File: src/rtl/state_pkg.sv
`default_nettype none
// ============================================================================
// Module      : state_pkg
// Description : Sprite pose and jump-phase enumerations plus pose helpers.
// Revision    : 1.0 - initial release
// ============================================================================
package state_pkg;

    typedef enum logic [2:0] {
        IDLE   = 3'd0,
        RIGHT1 = 3'd1,
        RIGHT2 = 3'd2,
        LEFT1  = 3'd3,
        LEFT2  = 3'd4
    } state_t;

    typedef enum logic [0:0] {
        GROUND = 1'b0,
        AIR    = 1'b1
    } jump_t;

    // Swap walk phase 1 <-> 2 while keeping the facing direction.
    function automatic state_t toggle_phase(input state_t s);
        case (s)
            RIGHT1:  return RIGHT2;
            RIGHT2:  return RIGHT1;
            LEFT1:   return LEFT2;
            LEFT2:   return LEFT1;
            default: return IDLE;
        endcase
    endfunction

endpackage
`default_nettype wire

File: src/rtl/vga_pkg.sv
`default_nettype none
// ============================================================================
// Module      : vga_pkg
// Description : Screen geometry and default player-2 motion constants.
// Revision    : 1.0 - initial release
// ============================================================================
package vga_pkg;

    localparam int c_screen_w         = 1024;
    localparam int c_sprite_w         = 40;
    localparam int c_pos_w            = 12;
    localparam int c_vy_w             = 8;

    localparam int c_p2_x_init        = 600;
    localparam int c_p2_x_max         = c_screen_w - c_sprite_w;
    localparam int c_p2_step          = 4;
    localparam int c_p2_anim_frames   = 8;
    localparam int c_p2_jump_v0       = 12;

endpackage
`default_nettype wire

File: src/rtl/player_btn_sync.sv
`default_nettype none
// ============================================================================
// Module      : player_btn_sync
// Description : Two-flop synchronizer for an asynchronous button level with
//               a one-cycle rising-edge pulse on the synchronized signal.
// Revision    : 1.0 - initial release
// ============================================================================
module player_btn_sync (
    input  logic clk,
    input  logic rst,
    input  logic btn,
    output logic level,
    output logic rise
);

    logic r_meta;
    logic r_sync;
    logic r_prev;

    // Synchronizer chain plus one delayed copy for edge detection.
    always_ff @(posedge clk) begin
        if (rst) begin
            r_meta <= 1'b0;
            r_sync <= 1'b0;
            r_prev <= 1'b0;
        end else begin
            r_meta <= btn;
            r_sync <= r_meta;
            r_prev <= r_sync;
        end
    end

    assign level = r_sync;
    assign rise  = r_sync & ~r_prev;

endmodule
`default_nettype wire

File: src/rtl/player2_ctrl.sv
`default_nettype none
// ============================================================================
// Module      : player2_ctrl
// Description : Player-2 sprite controller: frame-paced horizontal walking
//               with wall clamping and two-phase pose animation, plus an
//               optional ballistic jump.
//               Optional feature macro: PLAYER2_JUMP_EN (jump logic present
//               when defined; otherwise ypos_player2 is constant 0).
// Revision    : 1.0 - initial release
// ============================================================================
module player2_ctrl
    import vga_pkg::*;
    import state_pkg::*;
#(
    parameter int X_INIT      = c_p2_x_init,
    parameter int X_MAX       = c_p2_x_max,
    parameter int STEP        = c_p2_step,
    parameter int ANIM_FRAMES = c_p2_anim_frames,
    parameter int JUMP_V0     = c_p2_jump_v0
) (
    input  logic        clk,
    input  logic        rst,
    input  logic        frame_tick,
    input  logic        btn_left,
    input  logic        btn_right,
    input  logic        btn_jump,
    output logic [11:0] xpos_player2,
    output logic [11:0] ypos_player2,
    output state_t      state
);

    localparam int            c_anim_w    = (ANIM_FRAMES > 1) ? $clog2(ANIM_FRAMES) : 1;
    localparam logic [c_anim_w-1:0] c_anim_last = c_anim_w'(ANIM_FRAMES - 1);
    localparam logic [11:0]   c_x_init    = 12'(X_INIT);
    localparam logic [11:0]   c_x_max     = 12'(X_MAX);
    localparam logic [11:0]   c_x_hi      = 12'(X_MAX - STEP);
    localparam logic [11:0]   c_step      = 12'(STEP);

    logic                w_left_lvl;
    logic                w_right_lvl;
    logic                w_left_rise_unused;
    logic                w_right_rise_unused;
    logic                w_go_left;
    logic                w_go_right;

    logic [11:0]         r_x;
    state_t              r_state;
    logic [c_anim_w-1:0] r_anim;

    player_btn_sync u_sync_left (
        .clk   (clk),
        .rst   (rst),
        .btn   (btn_left),
        .level (w_left_lvl),
        .rise  (w_left_rise_unused)
    );

    player_btn_sync u_sync_right (
        .clk   (clk),
        .rst   (rst),
        .btn   (btn_right),
        .level (w_right_lvl),
        .rise  (w_right_rise_unused)
    );

    // Opposing buttons cancel out to standing still.
    assign w_go_left  = w_left_lvl  & ~w_right_lvl;
    assign w_go_right = w_right_lvl & ~w_left_lvl;

    // Horizontal position, pose and walk animation, advanced once per frame.
    always_ff @(posedge clk) begin
        if (rst) begin
            r_x     <= c_x_init;
            r_state <= IDLE;
            r_anim  <= '0;
        end else if (frame_tick) begin
            if (w_go_right) begin
                r_x <= (r_x >= c_x_hi) ? c_x_max : r_x + c_step;
                if (r_state == RIGHT1 || r_state == RIGHT2) begin
                    if (r_anim == c_anim_last) begin
                        r_anim  <= '0;
                        r_state <= toggle_phase(r_state);
                    end else begin
                        r_anim <= r_anim + 1'b1;
                    end
                end else begin
                    r_state <= RIGHT1;
                    r_anim  <= '0;
                end
            end else if (w_go_left) begin
                r_x <= (r_x < c_step) ? 12'd0 : r_x - c_step;
                if (r_state == LEFT1 || r_state == LEFT2) begin
                    if (r_anim == c_anim_last) begin
                        r_anim  <= '0;
                        r_state <= toggle_phase(r_state);
                    end else begin
                        r_anim <= r_anim + 1'b1;
                    end
                end else begin
                    r_state <= LEFT1;
                    r_anim  <= '0;
                end
            end else begin
                r_state <= IDLE;
                r_anim  <= '0;
            end
        end
    end

    assign xpos_player2 = r_x;
    assign state        = r_state;

`ifdef PLAYER2_JUMP_EN
    localparam logic signed [11:0] c_y_takeoff  = 12'(-JUMP_V0);
    localparam logic signed [7:0]  c_vy_takeoff = 8'(1 - JUMP_V0);

    logic                w_jump_lvl_unused;
    logic                w_jump_rise;
    logic                w_jump_go;
    logic                r_jump_req;
    jump_t               r_jump;
    logic signed [11:0]  r_y;
    logic signed [7:0]   r_vy;
    logic signed [7:0]   w_vy_grav;
    logic signed [12:0]  w_y_step;
    logic signed [12:0]  w_y_look;

    player_btn_sync u_sync_jump (
        .clk   (clk),
        .rst   (rst),
        .btn   (btn_jump),
        .level (w_jump_lvl_unused),
        .rise  (w_jump_rise)
    );

    // Latched jump request; every frame either consumes or discards it.
    always_ff @(posedge clk) begin
        if (rst || frame_tick) begin
            r_jump_req <= 1'b0;
        end else if (w_jump_rise) begin
            r_jump_req <= 1'b1;
        end
    end

    // An edge arriving on the tick cycle itself still counts for that frame.
    assign w_jump_go = r_jump_req | w_jump_rise;

    assign w_vy_grav = r_vy + 8'sd1;
    assign w_y_step  = {r_y[11], r_y} + {{5{r_vy[7]}}, r_vy};
    // Landing looks one frame ahead: touch down as soon as the next move
    // (post-gravity speed) would reach or cross the ground line.
    assign w_y_look  = w_y_step + {{5{w_vy_grav[7]}}, w_vy_grav};

    // Jump FSM: take off from GROUND, integrate position and gravity in AIR.
    always_ff @(posedge clk) begin
        if (rst) begin
            r_jump <= GROUND;
            r_y    <= '0;
            r_vy   <= '0;
        end else if (frame_tick) begin
            case (r_jump)
                GROUND: begin
                    if (w_jump_go) begin
                        r_jump <= AIR;
                        r_y    <= c_y_takeoff;
                        r_vy   <= c_vy_takeoff;
                    end
                end
                AIR: begin
                    if (!w_y_look[12]) begin
                        r_jump <= GROUND;
                        r_y    <= '0;
                        r_vy   <= '0;
                    end else begin
                        r_y  <= w_y_step[11:0];
                        r_vy <= w_vy_grav;
                    end
                end
                default: begin
                    r_jump <= GROUND;
                    r_y    <= '0;
                    r_vy   <= '0;
                end
            endcase
        end
    end

    assign ypos_player2 = r_y;
`else
    logic w_jump_unused;

    assign w_jump_unused = btn_jump;
    assign ypos_player2  = 12'd0;
`endif

endmodule
`default_nettype wire

File: config.mk
export PLATFORM = sky130hd
export DESIGN_NAME = player2_ctrl
export DESIGN_NICKNAME = d
export VERILOG_FILES = /design/src/rtl/state_pkg.sv /design/src/rtl/vga_pkg.sv /design/src/rtl/player_btn_sync.sv /design/src/rtl/player2_ctrl.sv
export SDC_FILE = /design/constraint.sdc
export NUM_CORES = 1
export LEC_CHECK = 0
export ABC_AREA = 1
export BUFFER_PORTS_ARGS = -buffer_cell sky130_fd_sc_hd__buf_2
export CAP_MARGIN = 20
export CORE_MARGIN = 2
export CORE_UTILIZATION = 30
export CTS_CLUSTER_SIZE = 10
export DETAILED_ROUTE_END_ITERATION = 8
export PLACE_DENSITY_LB_ADDON = 0.1
export SYNTH_ARGS = -nofsm -noshare
export SYNTH_HDL_FRONTEND = slang
export SYNTH_HIERARCHICAL = 1
export SYNTH_SLANG_ARGS = --single-unit
File: constraint.sdc
create_clock -name clk -period 2.2 [get_ports clk]
set_input_delay 0.11 -clock clk [delete_from_list [all_inputs] [get_ports clk]]
set_output_delay 0.11 -clock clk [all_outputs]
set_load 0.01 [all_outputs]
### After elaboration in Yosys (flattened, before gate mapping)

Index checks and enable logic that the tools add are counted.

| operators by class | value |
|---|---|
| add/subtract/negate cells | 3 |
| order comparisons | 2 |
| equality and inequality tests | 5 |
| mux-type cells | 15 |
| bitwise logic cells | 4 |
| reductions and logical operators | 4 |

Operator list:

| cell | count |
|---|---|
| 12-bit 2-to-1 mux | 4 |
| 3-bit 2-to-1 mux | 10 |
| 12-bit by 3-bit adder with 12-bit output (second input constant) | 1 |
| 12-bit by 10-bit >= comparator with 1-bit output (second input constant) | 1 |
| 12-bit by 3-bit < comparator with 1-bit output (second input constant) | 1 |
| 3-bit one-hot mux with 4 select lines | 1 |
| 12-bit by 3-bit subtractor with 12-bit output (second input constant) | 1 |
| 3-bit by 2-bit equality test with 1-bit output (second input constant) | 2 |
| 3-bit equality test (second input constant) | 2 |
| 3-bit by 1-bit adder with 3-bit output (second input constant) | 1 |
| 3-bit by 1-bit equality test with 1-bit output (second input constant) | 1 |
| 1-bit bitwise AND | 2 |
| 1-bit logical OR | 2 |
| 1-bit inverter | 2 |
| 2-bit AND reduction | 1 |
| 2-bit nonzero test | 1 |

| word-level totals | value |
|---|---|
| bits in registers | 22 |
| input port bits | 6 |
| output and inout port bits | 27 |
| word-level logic and storage cells | 40 |

### Longest topological paths before layout

Gate-level depths: netlist (run 1).

| logic depth | value |
|---|---|
| word-level depth | 6 |
| depth in mapped cells | 12 |
| mapped depth without buffers | 12 |

### Hierarchy

The synthesis (run 1) kept the hierarchy.

Modules (own cells, without submodules):

| module | instances | cells an instance | area an instance (um^2) | seq. area each (um^2) |
|---|---|---|---|---|
| player2_ctrl | 1 | 222 | 1,411.4 | 320.3 |
| player_btn_sync | 2 | 10 | 86.3 | 60.1 |

### Worst setup path after synthesis (run 1)

No wires, ideal clock.

| path | value |
|---|---|
| path type | reg2reg |
| start point | register r_x[2], in the netlist xpos_player2[2] |
| end point | register r_x[3], in the netlist xpos_player2[3] |
| library setup time | 0.115 ns |
| arrival | 1.419 ns |
| required time | 2.085 ns |
| slack | 0.666 ns |
| stages on the path, launching flop included | 12 |
| path buffers | 0 |
| clock period less this slack | 1.534 ns |
| cell sequence | dfxtp_1 inv_1 ha_1 nand2_1 nand2_1 nand2_1 nand2_1 nand2_1 o21ai_0 nand2_1 nand2_1 nand2_1 |

| between the ends | value |
|---|---|
| cells in the longest elaborated chain, start to end | 4 |
| elaborated cells between the ends (all ways) | 8 |
| classes of those cells | 2 x add/sub; 2 x order compare; 4 x mux |

RTL lines:

| item | RTL line | source |
|---|---|---|
| from (decl) | player2_ctrl.sv:46 | `logic [11:0] r_x;` |
| from (signal assigned) | player2_ctrl.sv:73 | `r_x <= c_x_init;` |
| from (signal assigned) | player2_ctrl.sv:78 | `r_x <= (r_x >= c_x_hi) ? c_x_max : r_x + c_step;` |
| from (signal assigned) | player2_ctrl.sv:91 | `r_x <= (r_x < c_step) ? 12'd0 : r_x - c_step;` |
| 12-bit by 3-bit subtractor with 12-bit output or 12-bit by 3-bit < comparator with 1-bit output (tied branches) | player2_ctrl.sv:91 |  |
| 12-bit 2-to-1 mux | player2_ctrl.sv:91 |  |
| 12-bit 2-to-1 mux | player2_ctrl.sv:90 | `end else if (w_go_left) begin` |
| 12-bit 2-to-1 mux * | player2_ctrl.sv:77 | `if (w_go_right) begin` |

Every way passes the cells marked *; elsewhere a longest branch is shown, timed or not. The select of a mux whose other input is x is not followed.
A chain may end at the register's enable or synchronous reset.

### Worst setup path in the final report (run 1)

| path | value |
|---|---|
| start point | register r_x[2], in the netlist xpos_player2[2] |
| end point | register r_x[6], in the netlist xpos_player2[6] |

Same word-level chain as after synthesis.

==> results of run 1 <==
-- state kept, by name, summed over array words and instances (netlist names) --
signal               count
u_sync_left/level        1
u_sync_right/level       1
u_sync_left/r_meta       1
r_anim                   3
state                    3
u_sync_right/r_meta      1
xpos_player2            10
-- power by group through the flow --
stage          logic (W)  registers, W  clock network (W)
6_report        0.000155      0.000407           0.000376
5_1_grt         0.000181      0.000411           0.000404
4_1_cts         0.000156      0.000407           0.000392
3_5_place_dp    0.000155      0.000416                  0
3_3_place_gp    0.000156      0.000416                  0
2_1_floorplan   0.000142      0.000407                  0
-- per-stage QoR --
step	setup WS (ns)	area, sq um	hold slack (ns)	total power (W)
final	0.391	1660	0.0418	0.000938
after global routing	0.176	1660	0.0452	0.000996
after CTS	0.372	1660	0.0286	0.000955
after detailed placement	0.380	1590	0.317	0.000571
after global placement	0.392	1590	0.313	0.000571
after floorplan	0.666	1570	0.181	0.000549
-- worst min path at each step --
| stage | startpoint | endpoint | slack (ns) | cells after the start |
|---|---|---|---|---|
| floorplan | rst | u_sync_left/r_meta | 0.18 | 1 |
| global placement | btn_left | u_sync_left/r_meta | 0.31 | 3 |
| detailed placement | btn_left | u_sync_left/r_meta | 0.32 | 3 |
| CTS | btn_left | u_sync_left/r_meta | 0.03 | 3 |
| global route | btn_left | u_sync_left/r_meta | 0.05 | 3 |
| finish | btn_left | u_sync_left/r_meta | 0.04 | 3 |
-- routing by layer --
layer,routed length [microns],vias to the layer above
met1,1820,579
met5,0,-
met4,19,0
met2,1520,38
li1,-,745
met3,169,2
-- final cells by class --
type	instances	share of cell area (%)
clock buffer	3	2.48
clock inverter	1	1.81
inverter	29	6.55
multi-input combinational	178	54.5
sequential	20	24.1
tap	67	5.04
timing repair buffer	18	5.57
-- worst max-delay path, stage by stage (launching register included) --
cell and delay [ns]:
dfxtp_1 0.37, inv_1 0.18, ha_1 0.33, nand2_1 0.08
nand2_1 0.07, nand2_1 0.07, nand2_1 0.08, nand2_1 0.14
o21ai_0 0.19, nand2_1 0.08, nand2_1 0.06, nand2_1 0.04
==> results.txt, run 1 <==
Avg WL per Cell: 11.2 microns
CP required: 2.36 ns
Layout Skew: 0.00829 ns
Port bufs: 17
Syn Area/Cell: 6.50 sq um
Reg power frac: 43.4%
Gate power share: 16.5%
Die width: 75.2 microns
Sw frac: 28.1%
YS warnings: 6
Die Y: 75.2 microns
Critical Path End Type: flop
R2R Setup Slk: 0.39 ns
# rows: 25
Clock Tree Root: clkbuf_8
Cell-internal power: 0.000674 W
Most frequent cells in the layout: nand2_1 (57), inv_1 (27), nor2_1 (22)
Clock Power Share: 40.1%
Fin crit share: 82.2%
DR iter-0 viols: 59
Worst slew pin tran: 0.502 ns
Largest net degree at the start of global routing: 18
Worst setup path start: xpos_player2[2]
Vias in the first global route: 1218
Worst Setup EP: xpos_player2[6]
Vias after detailed routing: 1364
Ports: 33
Area grow syn2layout: 9.29%
Max FO, Critical Path: 6
Diode count: 0
Fillers: 552
Startpoint types: flop
First-pass GRT wire length: 5.87 mm
Max-cap violation count: 0
Fin nets: 263
Pleak: 0.794 nW
Overall Global Routing Usage: 13.5%
RSZ-0062 raised after global routing: no
Die area: 0.00566 sq mm
GR Overflow Total: 0
Post-Syn Area: 0.00152 sq mm
CTS clk-pin slew, worst paths: 0.09 ns
FF-to-FF End: xpos_player2[6]
Final Hold Viols: 0
Hold buffers post-CTS: 0
Slew Limit Fails: 0
Commonest non-fill, non-tap cell in the layout: nand2_1
Avg Vias per Cell: 4.32
Min-delay worst type: in -> reg
Util after Layout: 34.5%
Multi-input combinational cell area: 906 sq um
First drt pass iteration count: 4
Starting Density: 31.6%
CTS buffer count: 3
CTS HTree Levels: 1
Met3 Use GR: 2.95%
Total core area: 0.00482 sq mm
Placer congestion estimate: 0.814
GRT met1 Usage: 20.2%
Share of post-route cells with drive strength above 1: 13.3%
CTS tree: done
R2R cell count: 11
Final setup fails: 0
Register area: 400 sq um
CTS max path bufs: 2
WL final: 3.53 mm
PD cells: 564 mW/mm^2
Num Clock Sinks: 20
Initial antenna violation count: 0
Reg2reg start: xpos_player2[2]
Critical path class: reg -> reg
GRT busiest layer: met2
Tmin final: 1.81 ns
Dpl hpwl: 2.63 mm
Global Route met2 Usage: 20.3%
Final total negative setup slack: 0 ns
Arr. time, crit path: 1.96 ns
Clock latency on the worst-skew pair: 0.26 ns
VDD IR max: 0.367 mV
Gate Count Post-Synth: 234
Residual DRC count: 0
Post-DRT Antenna Nets: 0
Post-CTS sizing: 0
Switching power: 0.000264 W
Post-Layout Cell Count: 316
Slew headroom: 66.5%
Dpl cells: 312
Fmax: 0.553 GHz
Setup bufs post-CTS: 0
Status: finished, final reports clean
(Power assumes the default switching activity.)
==> run 2, diff against run 1 <==
==> constraint.sdc (replaced) <==
create_clock -name clk -period 1.7 [get_ports clk]
set_input_delay 0.085 -clock clk [delete_from_list [all_inputs] [get_ports clk]]
set_output_delay 0.085 -clock clk [all_outputs]
set_load 0.01 [all_outputs]
==> run 2 against run 1 <==
Effect of this change: clock-buffer cell count unchanged; global-route usage up 0.80 points; maximum frequency grew 19%; register-to-register slack got worse by 0.21 ns; die area unchanged; final cell count up 2.2%; critical path depth stayed put; clock power up 34%; cell area is 3.8% higher; combinational power is 44% higher; critical endpoint unchanged.
==> results.txt, run 2 (synthesis gave the netlist of run 1 again) <==
Dpl hpwl: 2.74 mm
Clock latency on the worst-skew pair: 0.27 ns
Dpl cells: 319
Pleak: 0.826 nW
Diode count: 0
Vias after detailed routing: 1439
Min-Delay Endpoint: u_sync_left/r_meta
Arr. time, crit path: 1.69 ns
GR Overflow Total: 0
First-pass GRT wire length: 6.10 mm
Most frequent cells in the layout: nand2_1 (56), inv_1 (27), nor2_1 (22)
WL final: 3.72 mm
R2R Setup Slk: 0.18 ns
Starting Density: 31.6%
Commonest non-fill, non-tap cell in the layout: nand2_1
Die area: 0.00566 sq mm
FF-to-FF End: xpos_player2[6]
CTS clk-pin slew, worst paths: 0.09 ns
Reg2reg start: xpos_player2[2]
Max FFs per register: 10
Max FO, Critical Path: 6
Area grow syn2layout: 13.5%
RSZ-0062 raised after global routing: no
Min-delay worst type: in -> reg
Max-cap violation count: 0
Fmax: 0.660 GHz
Final setup fails: 0
First drt pass iteration count: 4
# rows: 25
Min-delay src: btn_left
CP required: 1.87 ns
Final Hold Viols: 0
Final hold slack: 0.0153 ns
Tmin final: 1.52 ns
Critical path class: reg -> reg
Cell-internal power: 0.000886 W
Slew Limit Fails: 0
Status: finished, final reports clean
CTS tree: done
Share of post-route cells with drive strength above 1: 17.6%
Residual DRC count: 0
Startpoint types: flop
Reg power frac: 41.9%
Switching power: 0.000363 W
CTS max path bufs: 2
DR iter-0 viols: 88
Gate power share: 17.9%
Post-DRT Antenna Nets: 0
Largest net degree at the start of global routing: 18
Placer congestion estimate: 0.832
Hold path cells: 3
Post-Layout Cell Count: 323
VDD IR max: 0.292 mV
CTS HTree Levels: 1
Clock Tree Root: clkbuf_8
Num Clock Sinks: 20
Fillers: 551
Sw frac: 29.0%
CTS buffer count: 3
Ports: 33
Total core area: 0.00482 sq mm
PD cells: 723 mW/mm^2
Clock Power Share: 40.3%
Overall Global Routing Usage: 14.3%
R2R cell count: 11
Die Y: 75.2 microns
Final total negative setup slack: 0 ns
Fin nets: 270
Layout Skew: 0.00580 ns
Total power: 0.00125 W
Vias in the first global route: 1257
Port bufs: 17
Critical Path End Type: flop
Avg WL per Cell: 11.5 microns
Fin crit share: 89.1%
Die width: 75.2 microns
Avg Vias per Cell: 4.46
Initial antenna violation count: 0
==> run 2: cell types whose count changed in the layout (fill, tap and decap cells not counted), sizes merged <==
cell and delta:
buf +7
==> run 2: power groups by stage <==
stage                     clock network [W]  logic (W)  registers, W
after detailed placement                  0   0.000219      0.000535
after floorplan                           0   0.000183      0.000527
after global routing               0.000542   0.000256      0.000529
after CTS                          0.000519   0.000220      0.000524
final                              0.000503   0.000223      0.000523
after global placement                    0   0.000219      0.000535
==> run 2: worst max path at each step <==
stage	start	to
final	xpos_player2[2]	xpos_player2[6]
after CTS	xpos_player2[2]	xpos_player2[9]
after detailed placement	xpos_player2[2]	xpos_player2[9]
after floorplan	xpos_player2[2]	xpos_player2[3]
after global placement	xpos_player2[2]	xpos_player2[6]
after global routing	xpos_player2[2]	xpos_player2[6]
==> run 2: critical path, stage by stage (launching register included) <==
cell,delay (ns)
dfxtp_2,0.36
inv_1,0.09
ha_2,0.23
nand2_1,0.06
nand2_1,0.06
nand2_1,0.07
nand2_1,0.09
nand2_2,0.10
o21ai_0,0.17
nand2_1,0.08
nand2_1,0.06
nand2_1,0.04
==> run 2: timing repair <==
item | CTS | global route
hold buffers | 0 | 0
endpoints found under the setup margin | 0 | 7
gates resized for setup | 0 | 7
setup buffers | 0 | 0
hold endpoints to repair | 0 | 0
==> run 2: final cells by class <==
cell class	instances	area, sq um	share of cell area, %
clock buffer	3	41.3	2.39
clock inverter	1	30.0	1.74
inverter	29	109	6.30
multi-input combinational	178	915	53.0
sequential	20	403	23.3
tap	67	83.8	4.86
timing repair buffer	25	145	8.41
==> run 2: per-layer routing <==
| metal | vias up | share of wire (%) | GRT usage, % |
|---|---|---|---|
| met5 | - | 0 | 0 |
| met2 | 35 | 42 | 21.3 |
| met3 | 5 | 3.8 | 2.14 |
| li1 | 758 | - | - |
| met1 | 641 | 53 | 20.9 |
| met4 | 0 | 1.5 | 4.68 |
==> run 2: through the flow <==
stage	setup slack [ns]	instance area, sq um	util (%)
after floorplan	0.166	1570	-
after global placement	0.106	1640	34.1
after detailed placement	0.0553	1640	34.1
after CTS	0.0421	1720	35.6
after global routing	0.0236	1730	35.8
final	0.185	1730	35.8
==> run 3, diff against run 2 <==
--- a/config.mk
+++ b/config.mk
@@ -15,5 +15,4 @@
 export PLACE_DENSITY_LB_ADDON = 0.1
 export SYNTH_ARGS = -nofsm -noshare
 export SYNTH_HDL_FRONTEND = slang
-export SYNTH_HIERARCHICAL = 1
 export SYNTH_SLANG_ARGS = --single-unit
==> run 3 against run 2 <==
Effect of this change: clock-buffer cell count stayed put; core utilization is 0.93 points lower; power is 0.57% higher; synthesized area is 1.7% higher; largest power group unchanged; synthesized cell count is 2.1% lower.
==> results.txt, run 3 <==
Post-synth ARST share: 0%
Initial antenna violation count: 0
Residual DRC count: 0
Avg Vias per Cell: 4.29
Final total negative setup slack: 0 ns
Cell-internal power: 0.000891 W
CTS max path bufs: 2
Most frequent CP cell: nand2_1
Area grow syn2layout: 13.7%
Max-cap violation count: 0
Placer congestion estimate: 0.838
Vias after detailed routing: 1389
First-pass GRT wire length: 5.84 mm
Num Clock Sinks: 20
Sw frac: 29.1%
Most frequent cells in the layout: nand2_1 (55), inv_1 (24), nor2_1 (20), dfxtp_1 (20), nand3_1 (18)
Worst path bufs/invs: 2
Min-delay worst type: in -> reg
Ports: 33
Clock Power Share: 39.8%
Most numerous cell in the Yosys netlist: nand2_1
CTS HTree Levels: 1
Startpoint types: flop
Syn Area/Cell: 6.76 sq um
Pleak: 0.815 nW
Status: finished, final reports clean
Dpl cells: 320
Starting Density: 30.7%
YS warnings: 0
DR iter-0 viols: 56
# rows: 26
Share of post-route cells with drive strength above 1: 21.3%
Slew Limit Fails: 0
Diode count: 0
CP required: 1.87 ns
Clock Tree Root: clkbuf_8
Arr. time, crit path: 1.61 ns
CTS tree: done
WL final: 3.66 mm
Tmin final: 1.44 ns
Critical Path End Type: flop
Number of synthesized flops with an enable pin: 0
Commonest non-fill, non-tap cell in the layout: nand2_1
Dpl hpwl: 2.69 mm
Max FFs per register: 10
Overall Global Routing Usage: 13.7%
Synth top cells by count: nand2_1 (55), inv_1 (24), dfxtp_1 (20), nor2_1 (20), nand3_1 (18)
GR Overflow Total: 0
R2R Setup Slk: 0.26 ns
Post-synth top flop: dfxtp_1
Switching power: 0.000365 W
Setup WS pre-CTS: 0.200 ns
Synth cell types: 24
CTS clk-pin slew, worst paths: 0.09 ns
Port bufs: 17
Synth Register Bits: 20
Final setup fails: 0
Setup bufs post-CTS: 0
PD cells: 713 mW/mm^2
VDD IR max: 0.289 mV
Avg WL per Cell: 11.3 microns
Largest area contributor in the netlist: dfxtp_1
Largest net degree at the start of global routing: 14
Final Hold Viols: 0
Vias in the first global route: 1217
Reg power frac: 40.9%
RSZ-0062 raised after global routing: no
Max FO, Critical Path: 6
Fmax: 0.694 GHz
CTS buffer count: 3
First drt pass iteration count: 4
Gate power share: 19.2%
Die width: 75.8 microns
Post-Layout Cell Count: 324
Die Y: 75.8 microns
Gate Count Post-Synth: 229
Register area share after synthesis: 25.9%
Fin nets: 268
Clock latency on the worst-skew pair: 0.27 ns
Final worst setup slack: 0.259 ns
Top cells by area, synth: dfxtp_1 (26%), nand2_1 (13%), buf_4 (7.3%)
Critical Path Slowest Stage Cell: dfxtp_1
Critical path class: reg -> reg
Worst path max stage delay: 0.32 ns
CP Cell Sequence: buf_4 > ha_1 > inv_1 > nand3_1 > nand3_1 > nand2_2 > o21ai_1 > nand2_1 > nand2_1 > nand2_1
Post-Syn Area: 0.00155 sq mm
Die area: 0.00575 sq mm
Post-DRT Antenna Nets: 0
Yosys top cell area share: 25.9%
Fin crit share: 84.8%
Top cell family by delay on the critical path: simple AND/OR/NAND/NOR gates
Fillers: 564
Layout Skew: 0.00590 ns
Total core area: 0.00504 sq mm
[run 3: power groups by stage]
stage	clock network (W)	logic [W]	registers, W
6_report	0.000500	0.000241	0.000514
3_5_place_dp	0	0.000241	0.000525
5_1_grt	0.000531	0.000275	0.000518
3_3_place_gp	0	0.000242	0.000526
4_1_cts	0.000516	0.000242	0.000514
2_1_floorplan	0	0.000190	0.000528
[run 3: worst register-to-register path: stages, from the launching register on]
cell     delay, ns
dfxtp_1       0.32
buf_4         0.15
ha_1          0.19
inv_1         0.05
nand3_1       0.07
nand3_1       0.13
nand2_2       0.13
o21ai_1       0.15
nand2_1       0.06
nand2_1       0.06
nand2_1       0.05
[run 3: routing by layer]
metal | wire length [microns] | track usage, %
met1 | 1930 | 19.5
met2 | 1580 | 21.4
met3 | 99 | 1.98
met4 | 44 | 4.09
met5 | 0 | 0
[run 3: repair_timing]
action | 4_1_cts | 5_1_grt
gates resized for setup | 0 | 1
hold buffers | 0 | 0
setup endpoints to repair | 0 | 1
[run 3: kinds of logic after synthesis]
family,Yosys count,synth area share [%]
compound gates,37,13.7
xor+xnor,8,4.53
fa+ha+maj,7,5.66
buf+inv,46,17.0
flops,20,25.9
other cells,1,0.242
simple gates,110,33.1
[run 3: path summary, 6_finish.rpt]
| path | end | cells past startpoint | startpoint |
|---|---|---|---|
| worst max-delay path | xpos_player2[4] | 10 | xpos_player2[2] |
| worst min-delay path | u_sync_left.r_meta | 3 | btn_left |
| worst max register to register | xpos_player2[4] | 10 | xpos_player2[2] |
| worst min register to register | u_sync_left.level | 2 | u_sync_left.r_meta |
[run 3: layout make-up]
class / count / area (sq um) / area share (%)
clock inverters: 1 / 30.0 / 1.71
clock buffers: 3 / 41.3 / 2.35
inverters: 26 / 97.6 / 5.54
flip-flops and latches: 20 / 400 / 22.7
multi-input cells: 176 / 936 / 53.2
repair buffers: 28 / 168 / 9.52
well taps: 70 / 87.6 / 4.98
[run 3: metrics by stage]
step | total power, W | instance area, sq um | hold slack, ns | util (%)
after detailed placement | 0.000766 | 1690 | 0.292 | 33.4
after global routing | 0.00132 | 1760 | 0.0124 | 34.9
after floorplan | 0.000719 | 1600 | 0.177 | -
after CTS | 0.00127 | 1760 | 0.0117 | 34.9
after global placement | 0.000768 | 1690 | 0.286 | 33.4
final | 0.00126 | 1760 | 0.0147 | 34.9
